$ cat src/rtl/conv_enc_k3.sv
// Rate 1/2, K=3 convolutional encoder (generators 111 / 101) with valid/ready
// handshakes, optional two-bit zero flush per frame and a running pair counter.
module conv_enc_k3 #(
  parameter bit          TAIL_EN = 1'b1,
  parameter int unsigned CNT_W   = 16
) (
  input  logic             clk,
  input  logic             rst,
  input  logic             in_valid,
  output logic             in_ready,
  input  logic             in_bit,
  input  logic             in_last,
  output logic             out_valid,
  input  logic             out_ready,
  output logic [1:0]       tx_pair,
  output logic             out_last,
  output logic [CNT_W-1:0] pair_cnt,
  output logic             frame_done
);

  typedef enum logic [1:0] {DATA, TAIL1, TAIL2} state_t;

  state_t     state, state_nxt;
  logic [1:0] sr, sr_nxt;
  logic [1:0] pair_nxt;
  logic       valid_nxt, last_nxt;
  logic       can_load, accept, handoff;

  // Coded pair for input d given shift register s: {111, 101}
  function automatic logic [1:0] encode(input logic d, input logic [1:0] s);
    return {d ^ s[1] ^ s[0], d ^ s[0]};
  endfunction

  assign can_load = !out_valid || out_ready;
  assign in_ready = (state == DATA) && can_load;
  assign accept   = in_valid && in_ready;
  assign handoff  = out_valid && out_ready;

  // Next-state, shift register and output-register load decisions
  always_comb begin
    state_nxt = state;
    sr_nxt    = sr;
    pair_nxt  = tx_pair;
    last_nxt  = out_last;
    valid_nxt = out_valid && !out_ready;
    case (state)
      DATA: begin
        if (accept) begin
          pair_nxt  = encode(in_bit, sr);
          valid_nxt = 1'b1;
          sr_nxt    = {in_bit, sr[1]};
          last_nxt  = 1'b0;
          if (in_last) begin
            if (TAIL_EN) begin
              state_nxt = TAIL1;
            end else begin
              last_nxt = 1'b1;
              sr_nxt   = 2'b00;
            end
          end
        end
      end
      TAIL1: begin
        if (can_load) begin
          pair_nxt  = encode(1'b0, sr);
          valid_nxt = 1'b1;
          last_nxt  = 1'b0;
          sr_nxt    = {1'b0, sr[1]};
          state_nxt = TAIL2;
        end
      end
      TAIL2: begin
        if (can_load) begin
          pair_nxt  = encode(1'b0, sr);
          valid_nxt = 1'b1;
          last_nxt  = 1'b1;
          sr_nxt    = 2'b00;
          state_nxt = DATA;
        end
      end
      default: begin
        state_nxt = DATA;
        sr_nxt    = 2'b00;
      end
    endcase
  end

  // State, shift register and single-entry output register
  always_ff @(posedge clk or negedge rst) begin
    if (!rst) begin
      state     <= DATA;
      sr        <= 2'b00;
      out_valid <= 1'b0;
      tx_pair   <= 2'b00;
      out_last  <= 1'b0;
    end else begin
      state     <= state_nxt;
      sr        <= sr_nxt;
      out_valid <= valid_nxt;
      tx_pair   <= pair_nxt;
      out_last  <= last_nxt;
    end
  end

  // Handoff counter (wrapping) and end-of-frame pulse
  always_ff @(posedge clk or negedge rst) begin
    if (!rst) begin
      pair_cnt   <= '0;
      frame_done <= 1'b0;
    end else begin
      if (handoff) pair_cnt <= pair_cnt + CNT_W'(1);
      frame_done <= handoff && out_last;
    end
  end

endmodule
$ cat config.mk
export PLATFORM = sky130hd
export DESIGN_NAME = conv_enc_k3
export DESIGN_NICKNAME = d
export VERILOG_FILES = /design/src/rtl/conv_enc_k3.sv
export SDC_FILE = /design/constraint.sdc
export NUM_CORES = 1
export LEC_CHECK = 0
export ABC_CLOCK_PERIOD_IN_PS = 1710
export CORE_ASPECT_RATIO = 1.4
export CORE_MARGIN = 1
export CORE_UTILIZATION = 49
export DETAILED_ROUTE_END_ITERATION = 12
export GPL_ROUTABILITY_DRIVEN = 0
export PLACE_DENSITY = 0.85
export SYNTH_ARGS = -nofsm -noshare
export SYNTH_HDL_FRONTEND = slang
export SYNTH_SLANG_ARGS = --single-unit
$ cat constraint.sdc
create_clock -name clk -period 1.71 [get_ports clk]
set_input_delay 0.2565 -clock clk [delete_from_list [all_inputs] [get_ports clk]]
set_output_delay 0.2565 -clock clk [all_outputs]
set_load 0.05 [all_outputs]
* Word level (Yosys, flattened, before mapping) *
Cells that the tools add are included.

word-level totals
  output and inout port bits = 22
  bits in registers = 25
  input port bits = 6

operators by class
  add/subtract/negate cells = 1
  bitwise logic cells = 4
  reduce and logical (&&, ||, !) cells = 16
  muxes and demuxes = 18
  eq/ne operators = 7

operator list
  operator                                                                number
  16-bit by 1-bit adder with 16-bit output (second input constant)        1
  2-bit 2-to-1 mux                                                        8
  2-bit case mux with 3 select lines                                      2
  2-bit != test (second input constant)                                   4
  4-bit AND reduction                                                     2
  3-bit AND reduction                                                     2
  1-bit logical AND                                                       5
  1-bit 2-to-1 mux                                                        5
  2-bit case mux with 2 select lines                                      1
  1-bit bitwise XOR                                                       4
  1-bit case mux with 3 select lines                                      1
  3-bit nonzero test                                                      1
  2-bit by 1-bit equality test with 1-bit output (second input constant)  1
  2-bit equality test (second input constant)                             1
  1-bit zero test                                                         2
  2-bit zero test                                                         1
  2-bit by 1-bit != test with 1-bit output (second input constant)        1
  1-bit case mux with 2 select lines                                      1
  2-bit nonzero test                                                      1
  2-bit OR reduction                                                      1
  1-bit logical OR                                                        1

* Depth between registers and ports, before layout *
Gate-level depths: netlist of the first run.

  depth after elaboration = 6
  depth in mapped cells = 6
  gate-level depth less buffers = 6

* Worst setup path after synthesis of the first run *
OpenSTA, ideal clock, no wires.

  kind = reg-to-reg
  start = reg out_valid
  end = reg state[0]
  stages on the path, launching flop included = 4
  arrival = 1.547 ns
  setup slack = 0.041 ns
  required time = 1.588 ns
  cells stage by stage = dfrtp_1 nand2b_4 and2_1 a32o_1

between the ends
  word-level cells in the longest chain between the ends = 6

ends and longest elaborated chain
  what                                  line  text
  start, declared                       13    output logic out_valid,
  start signal, assigned                99    out_valid <= valid_nxt;
  1-bit zero test                       34    assign can_load = !out_valid || out_ready;
  1-bit logical OR                      34
  1-bit logical AND                     35    assign in_ready = (state == DATA) && can_load;
  net in_ready                          10    output logic in_ready,
  1-bit logical AND                     36    assign accept = in_valid && in_ready;
  2-bit != test (no source line)        --
  4-bit AND reduction (no source line)  --
  end signal, assigned                  97    state <= state_nxt;
  end, declared                         23    state_t state, state_nxt;

The timed path passes the listed nets, and every way through them passes these cells.
A chain may end at the register's enable or synchronous reset.

* Worst setup path in the final report of the first run *
  start = reg state[0]
  end = reg out_last

RTL lines
  what                                         line  text
  2-bit equality test (tied with other cells)  46    case (state)
  1-bit case mux with 3 select lines *         46
  net last_nxt                                 26    logic valid_nxt, last_nxt;
  end signal, assigned                         101   out_last <= last_nxt;
  end, declared                                16    output logic out_last,

The timed path passes the listed nets; every way through them passes the cells marked *.

==> impl_metrics.env, run 1 <==
export IMPL_place_inst=166
export IMPL_ioPinCount=28
export IMPL_dpl_worst_slack_ns=0.0145
export IMPL_worstMarginPinSlew_ns=0.318
export IMPL_final_cells=171
export IMPL_grt_usage_pct=19.0
export IMPL_ctsHoldBuffers=0
export IMPL_drt_pass1_iterations=4
export IMPL_clock_sinks=25
export IMPL_routedWlPerCell_um=13.4
export IMPL_period_share_pct=96.9
export IMPL_final_antenna_net_count=0
export IMPL_cp_start_kind="register"
export IMPL_cts_root_buf="clkbuf_4"
export IMPL_ir_drop_v=0.00105
export IMPL_grt_ovfl_total=0
export IMPL_drt_iter0_drc=8
export IMPL_maxSlewHeadroom_pct=78.7
export IMPL_cts_buffers_inserted=3
export IMPL_yosysSeqAreaShare_pct=51.0
export IMPL_final_cell_mix="dfrtp_1, buf_4, xnor2_1"
export IMPL_setup_slack_ns=0.0525
export IMPL_p_switching_mw=1.29
export IMPL_tns_ns=0
export IMPL_multi_input_area_um2=598
export IMPL_pwr_share_seq_pct=32.9
export IMPL_grt_first_pass_wirelength_mm=3.82
export IMPL_slowest_stage="dfrtp_1"
export IMPL_io_buffers=27
export IMPL_drv_cap=0
export IMPL_die_area_mm2=0.00271
export IMPL_ys_warn_count=0
export IMPL_grt_max_degree=26
export IMPL_rsz0062_at_grt="no"
export IMPL_h_tree_depth=1
export IMPL_finalWirelength_mm=2.30
export IMPL_netlist_area_mm2=0.00123
export IMPL_synth_distinct_cells=30
export IMPL_end_kind="register"
export IMPL_period_needed_ns=1.66
export IMPL_n_antenna_cell=0
export IMPL_skew_ns=0.00112
export IMPL_crit_path_max_fanout=5
export IMPL_leakage_nw=0.730
export IMPL_max_freq_mhz=603
export IMPL_cts_tree="done"
export IMPL_rows=21
export IMPL_setup_viol=0
export IMPL_switching_share_pct=45.7
export IMPL_hp_class="in2async"
export IMPL_slew_viol_final=0
export IMPL_layout_commonest_cell="dfrtp_1"
export IMPL_syn_inst=103
export IMPL_p_comb_share_pct=58.2
export IMPL_stdcell_area_mm2=0.00156
export IMPL_p_int_mw=1.53
export IMPL_critPathKind="reg2reg"
export IMPL_core_area_mm2=0.00239
export IMPL_placed_cell_area_mm2=0.00151
export IMPL_crit_family="flip-flops"
export IMPL_areaGrowthSynthToFinish_pct=27.2
export IMPL_seq_area_um2=626
export IMPL_clock_latency_ns=0.30
export IMPL_critical_path_arrival_ns=1.86
export IMPL_synth_avg_cell_area_um2=11.9
export IMPL_critPathBufInv=1
export IMPL_syn_nets=114
export IMPL_ys_ff_latch=25
export IMPL_p_clk_share_pct=8.9
export IMPL_num_fill_cells=176
export IMPL_viasPerCell=5.13
export IMPL_grt_pass1_vias=865
export IMPL_final_util_pct=65.3
export IMPL_status="finished clean"
export IMPL_required_ns=1.91
export IMPL_finalHoldViolCount=0
export IMPL_place_hpwl_mm=1.77
export IMPL_critPathMaxStageDelay_ns=0.43
export IMPL_clk_pin_slew_worst_paths_ns=0.13
export IMPL_clk_path_buf_depth=2
export IMPL_die_h_um=61.2
export IMPL_layout_drive_gt1_share_pct=33.6
export IMPL_path_cells="inv_1 > ha_1 > nor2_1 > o21bai_4 > a21oi_2 > mux2_4"
export IMPL_drc=0
export IMPL_antenna_found_initial=0
export IMPL_nNetsFinal=149
export IMPL_vias=878
export IMPL_powerDensity_mw_per_mm2=1810
export IMPL_start_util_pct=51.3
export IMPL_die_w_um=44.3
cells in the mapped netlist (all sizes together):
cell	instances	area [um^2]
o21ai	2	10.0
nand2	11	51.3
nor2b	2	12.5
ha	5	62.6
a32o	1	10.0
dfrtp	25	626
nand4	5	37.5
mux2	5	63.8
nor2	4	22.5
nor4	2	18.8
xor2	4	35.0
a21oi	4	31.3
and3	2	12.5
o21bai	2	26.3
inv	5	18.8
nor3	2	15.0
mux2i	1	10.0
nand2b	1	13.8
and2	1	6.26
nand3	6	30.0
xnor2	13	114
per-stage QoR:
stage	power (mW)	hold slack [ns]
floorplan	2.04	-0.0391
global placement	2.44	0.464
detailed placement	2.50	0.472
CTS	2.78	0.316
global route	3.00	0.307
finish	2.82	0.307
logic make-up (layout without fill, tap and decap cells):
logic type               Yosys count  count (layout)  share of synthesized area (%)
XOR/XNOR                          17              17                           12.1
multiplexers                       6               6                           6.01
AND/OR/NAND/NOR                   36              36                           17.9
adder cells (fa/ha/maj)            5               5                           5.10
buffers and inverters              5              39                           1.53
flip-flops                        25              25                           51.0
AO/OA/AOI/OAI                      9               9                           6.32
state kept, by name, indices dropped and copies added, names as in the netlist:
name and cells:
out_last 1, out_valid 1, sr 2, tx_pair 2
state 2, frame_done 1, pair_cnt 16
power by group through the flow:
| stage | Sequential, mW | Clock (mW) | Combinational, mW |
|---|---|---|---|
| after CTS | 0.930 | 0.262 | 1.59 |
| final | 0.928 | 0.252 | 1.64 |
| after floorplan | 1.31 | 0 | 0.734 |
| after detailed placement | 0.939 | 0 | 1.56 |
| after global placement | 0.929 | 0 | 1.51 |
| after global routing | 0.957 | 0.295 | 1.75 |
area by class of cell:
class	instances	share of cell area (%)
clock buffers	4	1.68
well taps	34	2.72
multi-input cells	73	38.3
repair buffers	30	16.0
inverters	5	1.20
flip-flops and latches	25	40.1
final timing paths:
| check | slack [ns] | start | end | cells after the start |
|---|---|---|---|---|
| setup / recovery | 0.05 | state[0] | out_last | 6 |
| hold / removal | 0.31 | rst | pair_cnt[8] | 2 |
| setup reg to reg | 0.05 | state[0] | out_last | 6 |
| hold reg to reg | 0.49 | pair_cnt[15] | pair_cnt[15] | 1 |
| max in group asynchronous | 1.17 | rst | pair_cnt[10] | 2 |
| min in group clk | 0.49 | pair_cnt[15] | pair_cnt[15] | 1 |
routing by layer:
metal  part of all wire, %  up-vias  track usage, %
met2                    56       21            35.3
met1                    41      433            22.3
met3                   2.9        2            2.64
met4                  0.52        0            6.49
met5                     0        -               0
li1                      -      422               -
worst reg2reg max path: cells and delay by family (launching register included):
family	cells	cell delay [ns]
AO/OA/AOI/OAI	2	0.30
adder cells (fa/ha/maj)	1	0.24
buffers and inverters	1	0.11
flip-flops	1	0.43
multiplexers	1	0.31
AND/OR/NAND/NOR	1	0.18
repair_timing:
action / CTS / global route
buffers inserted: 0 / 1
resized for setup: 2 / 1
setup endpoints to repair: 1 / 1
No activity file was read; power rests on OpenSTA's default activity.
==> run 2, diff against run 1 <==
- CORE_MARGIN: 1 -> 4
==> impl_metrics.env, run 2 (synthesis results as in run 1) <==
export IMPL_status="finished clean"
export IMPL_antenna_found_initial=0
export IMPL_clock_sinks=25
export IMPL_skew_ns=0.00650
export IMPL_end_kind="output pin"
export IMPL_core_area_mm2=0.00239
export IMPL_clk_path_buf_depth=2
export IMPL_place_inst=166
export IMPL_num_fill_cells=176
export IMPL_period_needed_ns=1.61
export IMPL_multi_input_area_um2=601
export IMPL_cts_root_buf="clkbuf_4"
export IMPL_layout_commonest_cell="buf_4"
export IMPL_drt_pass1_iterations=4
export IMPL_grt_pass1_vias=887
export IMPL_io_buffers=27
export IMPL_hp_class="in2async"
export IMPL_ioPinCount=28
export IMPL_setup_viol=0
export IMPL_rrSetupSlack_ns=0.11
export IMPL_grt_first_pass_wirelength_mm=4.09
export IMPL_cp_start_kind="register"
export IMPL_n_antenna_cell=0
export IMPL_critical_path_arrival_ns=1.36
export IMPL_nNetsFinal=151
export IMPL_drt_iter0_drc=16
export IMPL_grt_max_degree=26
export IMPL_grt_usage_pct=16.0
export IMPL_reg2regPathDepth=6
export IMPL_finalWirelength_mm=2.44
export IMPL_grt_ovfl_total=0
export IMPL_layout_drive_gt1_share_pct=36.0
export IMPL_cts_tree="done"
export IMPL_drc=0
export IMPL_areaGrowthSynthToFinish_pct=28.6
export IMPL_powerDensity_mw_per_mm2=1830
export IMPL_r2r_end="tx_pair[0]"
export IMPL_required_ns=1.45
export IMPL_viasPerCell=5.25
export IMPL_r2r_start="state[0]"
export IMPL_finalHoldViolCount=0
export IMPL_die_w_um=50.3
export IMPL_final_cells=173
export IMPL_start_util_pct=51.3
export IMPL_clk_pin_slew_worst_paths_ns=0.13
export IMPL_die_h_um=67.2
export IMPL_routedWlPerCell_um=14.1
export IMPL_place_hpwl_mm=1.83
export IMPL_final_cell_mix="buf_4, dfrtp_1, xnor2_1"
export IMPL_maxSlewHeadroom_pct=75.5
export IMPL_largest_register_ffs=16
export IMPL_die_area_mm2=0.00338
export IMPL_rows=21
export IMPL_leakage_nw=0.740
export IMPL_slew_viol_final=0
export IMPL_max_freq_mhz=620
export IMPL_vias=908
export IMPL_critPathKind="reg2out"
export IMPL_ctsHoldBuffers=0
export IMPL_final_antenna_net_count=0
export IMPL_seq_area_um2=626
export IMPL_period_share_pct=94.4
export IMPL_cts_buffers_inserted=3
export IMPL_h_tree_depth=1
export IMPL_power_mw=2.89
export IMPL_crit_path_max_fanout=7
export IMPL_worstMarginPinSlew_ns=0.364
export IMPL_largest_register="pair_cnt"
export IMPL_clock_latency_ns=0.31
export IMPL_ir_drop_v=0.00121
export IMPL_drv_cap=0
[run 2: timing repair]
action                     4_1_cts  5_1_grt
pin swaps                        0        0
buffers inserted                 0        3
resized for setup                2        3
setup endpoints to repair        1        4
[run 2: metal layers]
layer  GRT usage (%)  up-vias  part of all wire, %  routed length (um)
met2            27.3       25                   52                1270
met5               0        -                    0                   0
met1            18.9      449                   41                1000
met3            2.87        6                  4.5                 111
li1                -      428                    -                   -
met4            9.09        0                  2.4                  59
[run 2: power by group]
group	switching [mW]	leakage (nW)	internal [mW]
clock network	0.167	0.0150	0.0910
registers	0.173	0.323	0.753
logic	0.979	0.402	0.722
[run 2: through the flow]
| step | area (um^2) | utilization (%) | setup WS, ns | TNS [ns] | hold WS, ns |
|---|---|---|---|---|---|
| CTS | 1540 | 64.6 | 0.0237 | 0 | 0.301 |
| finish | 1580 | 66.0 | 0.0966 | 0 | 0.293 |
| floorplan | 1230 | - | 0.0415 | 0 | -0.0391 |
| detailed placement | 1510 | 63.3 | 0.0341 | 0 | 0.467 |
| global route | 1580 | 66.0 | -0.00150 | -0.00150 | 0.312 |
| global placement | 1510 | 63.3 | 0.0738 | 0 | 0.465 |
[run 2: area by class of cell]
cell class	count	share of cell area [%]
inverter	5	1.19
sequential	25	39.6
multi-input combinational	73	38.0
timing repair buffer	32	16.8
clock buffer	4	1.66
tap	34	2.69
[run 2: how the worst max path moves through the flow]
stage                  end       from
2_1_floorplan     state[0]  out_valid
3_5_place_dp   pair_cnt[6]  out_ready
5_1_grt         tx_pair[1]   state[0]
6_report          in_ready   state[0]
4_1_cts           in_ready   state[0]
3_3_place_gp   pair_cnt[6]  out_ready
[run 2: critical path, stage by stage, from the launching register on]
cell and delay, ns:
dfrtp_1 0.46, inv_2 0.11, ha_4 0.17, and2_4 0.17, buf_12 0.13
==> run 3, diff against run 2 <==
- CORE_ASPECT_RATIO: 1.4 -> default
==> impl_metrics.env, run 3 (synthesis results as in run 1) <==
export IMPL_clk_path_buf_depth=2
export IMPL_rows=17
export IMPL_finalWirelength_mm=2.37
export IMPL_place_hpwl_mm=1.85
export IMPL_cts_tree="done"
export IMPL_die_h_um=58.1
export IMPL_whs_ns=0.274
export IMPL_end_kind="register"
export IMPL_drt_iter0_drc=7
export IMPL_critical_path_arrival_ns=1.87
export IMPL_num_fill_cells=194
export IMPL_drc=0
export IMPL_vias=888
export IMPL_crit_family="flip-flops"
export IMPL_routedWlPerCell_um=14.3
export IMPL_cts_buffers_inserted=3
export IMPL_period_needed_ns=1.65
export IMPL_skew_ns=0.00769
export IMPL_n_antenna_cell=0
export IMPL_clk_pin_slew_worst_paths_ns=0.14
export IMPL_drv_cap=0
export IMPL_h_tree_depth=1
export IMPL_final_antenna_net_count=0
export IMPL_leakage_nw=0.738
export IMPL_clock_sinks=25
export IMPL_slowest_stage="dfrtp_1"
export IMPL_maxSlewHeadroom_pct=77.5
export IMPL_cts_root_buf="clkbuf_4"
export IMPL_largest_register_ffs=16
export IMPL_nNetsFinal=150
export IMPL_final_util_pct=68.0
export IMPL_grt_pass1_vias=884
export IMPL_rsz0062_at_grt="no"
export IMPL_status="finished clean"
export IMPL_required_ns=1.93
export IMPL_slew_viol_final=0
export IMPL_clock_latency_ns=0.32
export IMPL_start_util_pct=53.4
export IMPL_core_area_mm2=0.00230
export IMPL_die_area_mm2=0.00337
export IMPL_drt_pass1_iterations=2
export IMPL_path_cells="buf_4 > ha_1 > nor2_1 > o21bai_4 > a21oi_2 > mux2_4"
export IMPL_layout_drive_gt1_share_pct=34.8
export IMPL_critPathMaxStageDelay_ns=0.40
export IMPL_setup_viol=0
export IMPL_worstMarginPinSlew_ns=0.334
export IMPL_grt_first_pass_wirelength_mm=4.13
export IMPL_cp_start_kind="register"
export IMPL_critPathKind="reg2reg"
export IMPL_grt_max_degree=26
export IMPL_antenna_found_initial=0
export IMPL_period_share_pct=96.4
export IMPL_ioPinCount=28
export IMPL_hp_class="in2async"
export IMPL_finalHoldViolCount=0
export IMPL_die_w_um=58.1
export IMPL_grt_usage_pct=15.9
export IMPL_grt_ovfl_total=0
export IMPL_ir_drop_v=0.00190
export IMPL_viasPerCell=5.35
export IMPL_areaGrowthSynthToFinish_pct=27.3
export IMPL_largest_register="pair_cnt"
export IMPL_max_freq_mhz=607
export IMPL_powerDensity_mw_per_mm2=1820
export IMPL_final_cell_mix="dfrtp_1, buf_4, xnor2_1"
export IMPL_io_buffers=27
export IMPL_crit_path_max_fanout=5
export IMPL_critPathBufInv=1
run 3: changes by cell type in the layout (fill, tap and decap cells not counted):
cell and delta:
buf_4 -1, inv_2 -1, clkbuf_1 -1, nor2_1 +1, nor2_2 -1, clkinv_2 +1, inv_1 +1
run 3: what timing repair did:
action | CTS | global route
resized for setup | 2 | 1
hold buffers | 0 | 0
pin swaps | 0 | 0
setup endpoints to repair | 1 | 1
setup buffers | 0 | 2
run 3: layout make-up:
class                   count  area, um^2  area share (%)
flip-flops and latches     25         626            40.0
multi-input cells          73         598            38.3
repair buffers             31         258            16.5
well taps                  28        35.0            2.24
clock buffers               3        22.5            1.44
inverters                   5        18.8            1.20
clock inverters             1        5.00           0.320
run 3: metal layers:
layer  up-vias  GRT usage [%]  routed length (um)
li1        421              -                   -
met1       442           19.8                1010
met2        23           26.8                1210
met3         2           3.56                 135
met4         0           5.96                  12
met5         -              0                   0
run 3: final timing paths:
kind,from,end,slack (ns),cells after the start
hold / removal,rst,pair_cnt[5],0.27,2
setup reg to reg,state[0],state[1],0.06,6
max in group asynchronous,rst,pair_cnt[9],1.19,2
hold reg to reg,pair_cnt[15],pair_cnt[15],0.50,1
setup / recovery,state[0],state[1],0.06,6
min in group clk,pair_cnt[15],pair_cnt[15],0.50,1
run 3: metrics by stage:
stage               setup WS (ns)  area (um^2)  std cells  power, mW   TNS, ns
global route              0.00114         1560        166       3.02         0
detailed placement       -0.00144         1510        160       2.50  -0.00144
global placement           0.0453         1510        160       2.44         0
floorplan                  0.0415         1230        103       2.04         0
finish                     0.0617         1560        166       2.85         0
CTS                        0.0231         1540        164       2.79         0
run 3: report_power, final:
group	total [mW]	switching [mW]	internal [mW]
Combinational	1.66	0.960	0.699
Clock	0.260	0.172	0.0875
Sequential	0.927	0.173	0.753
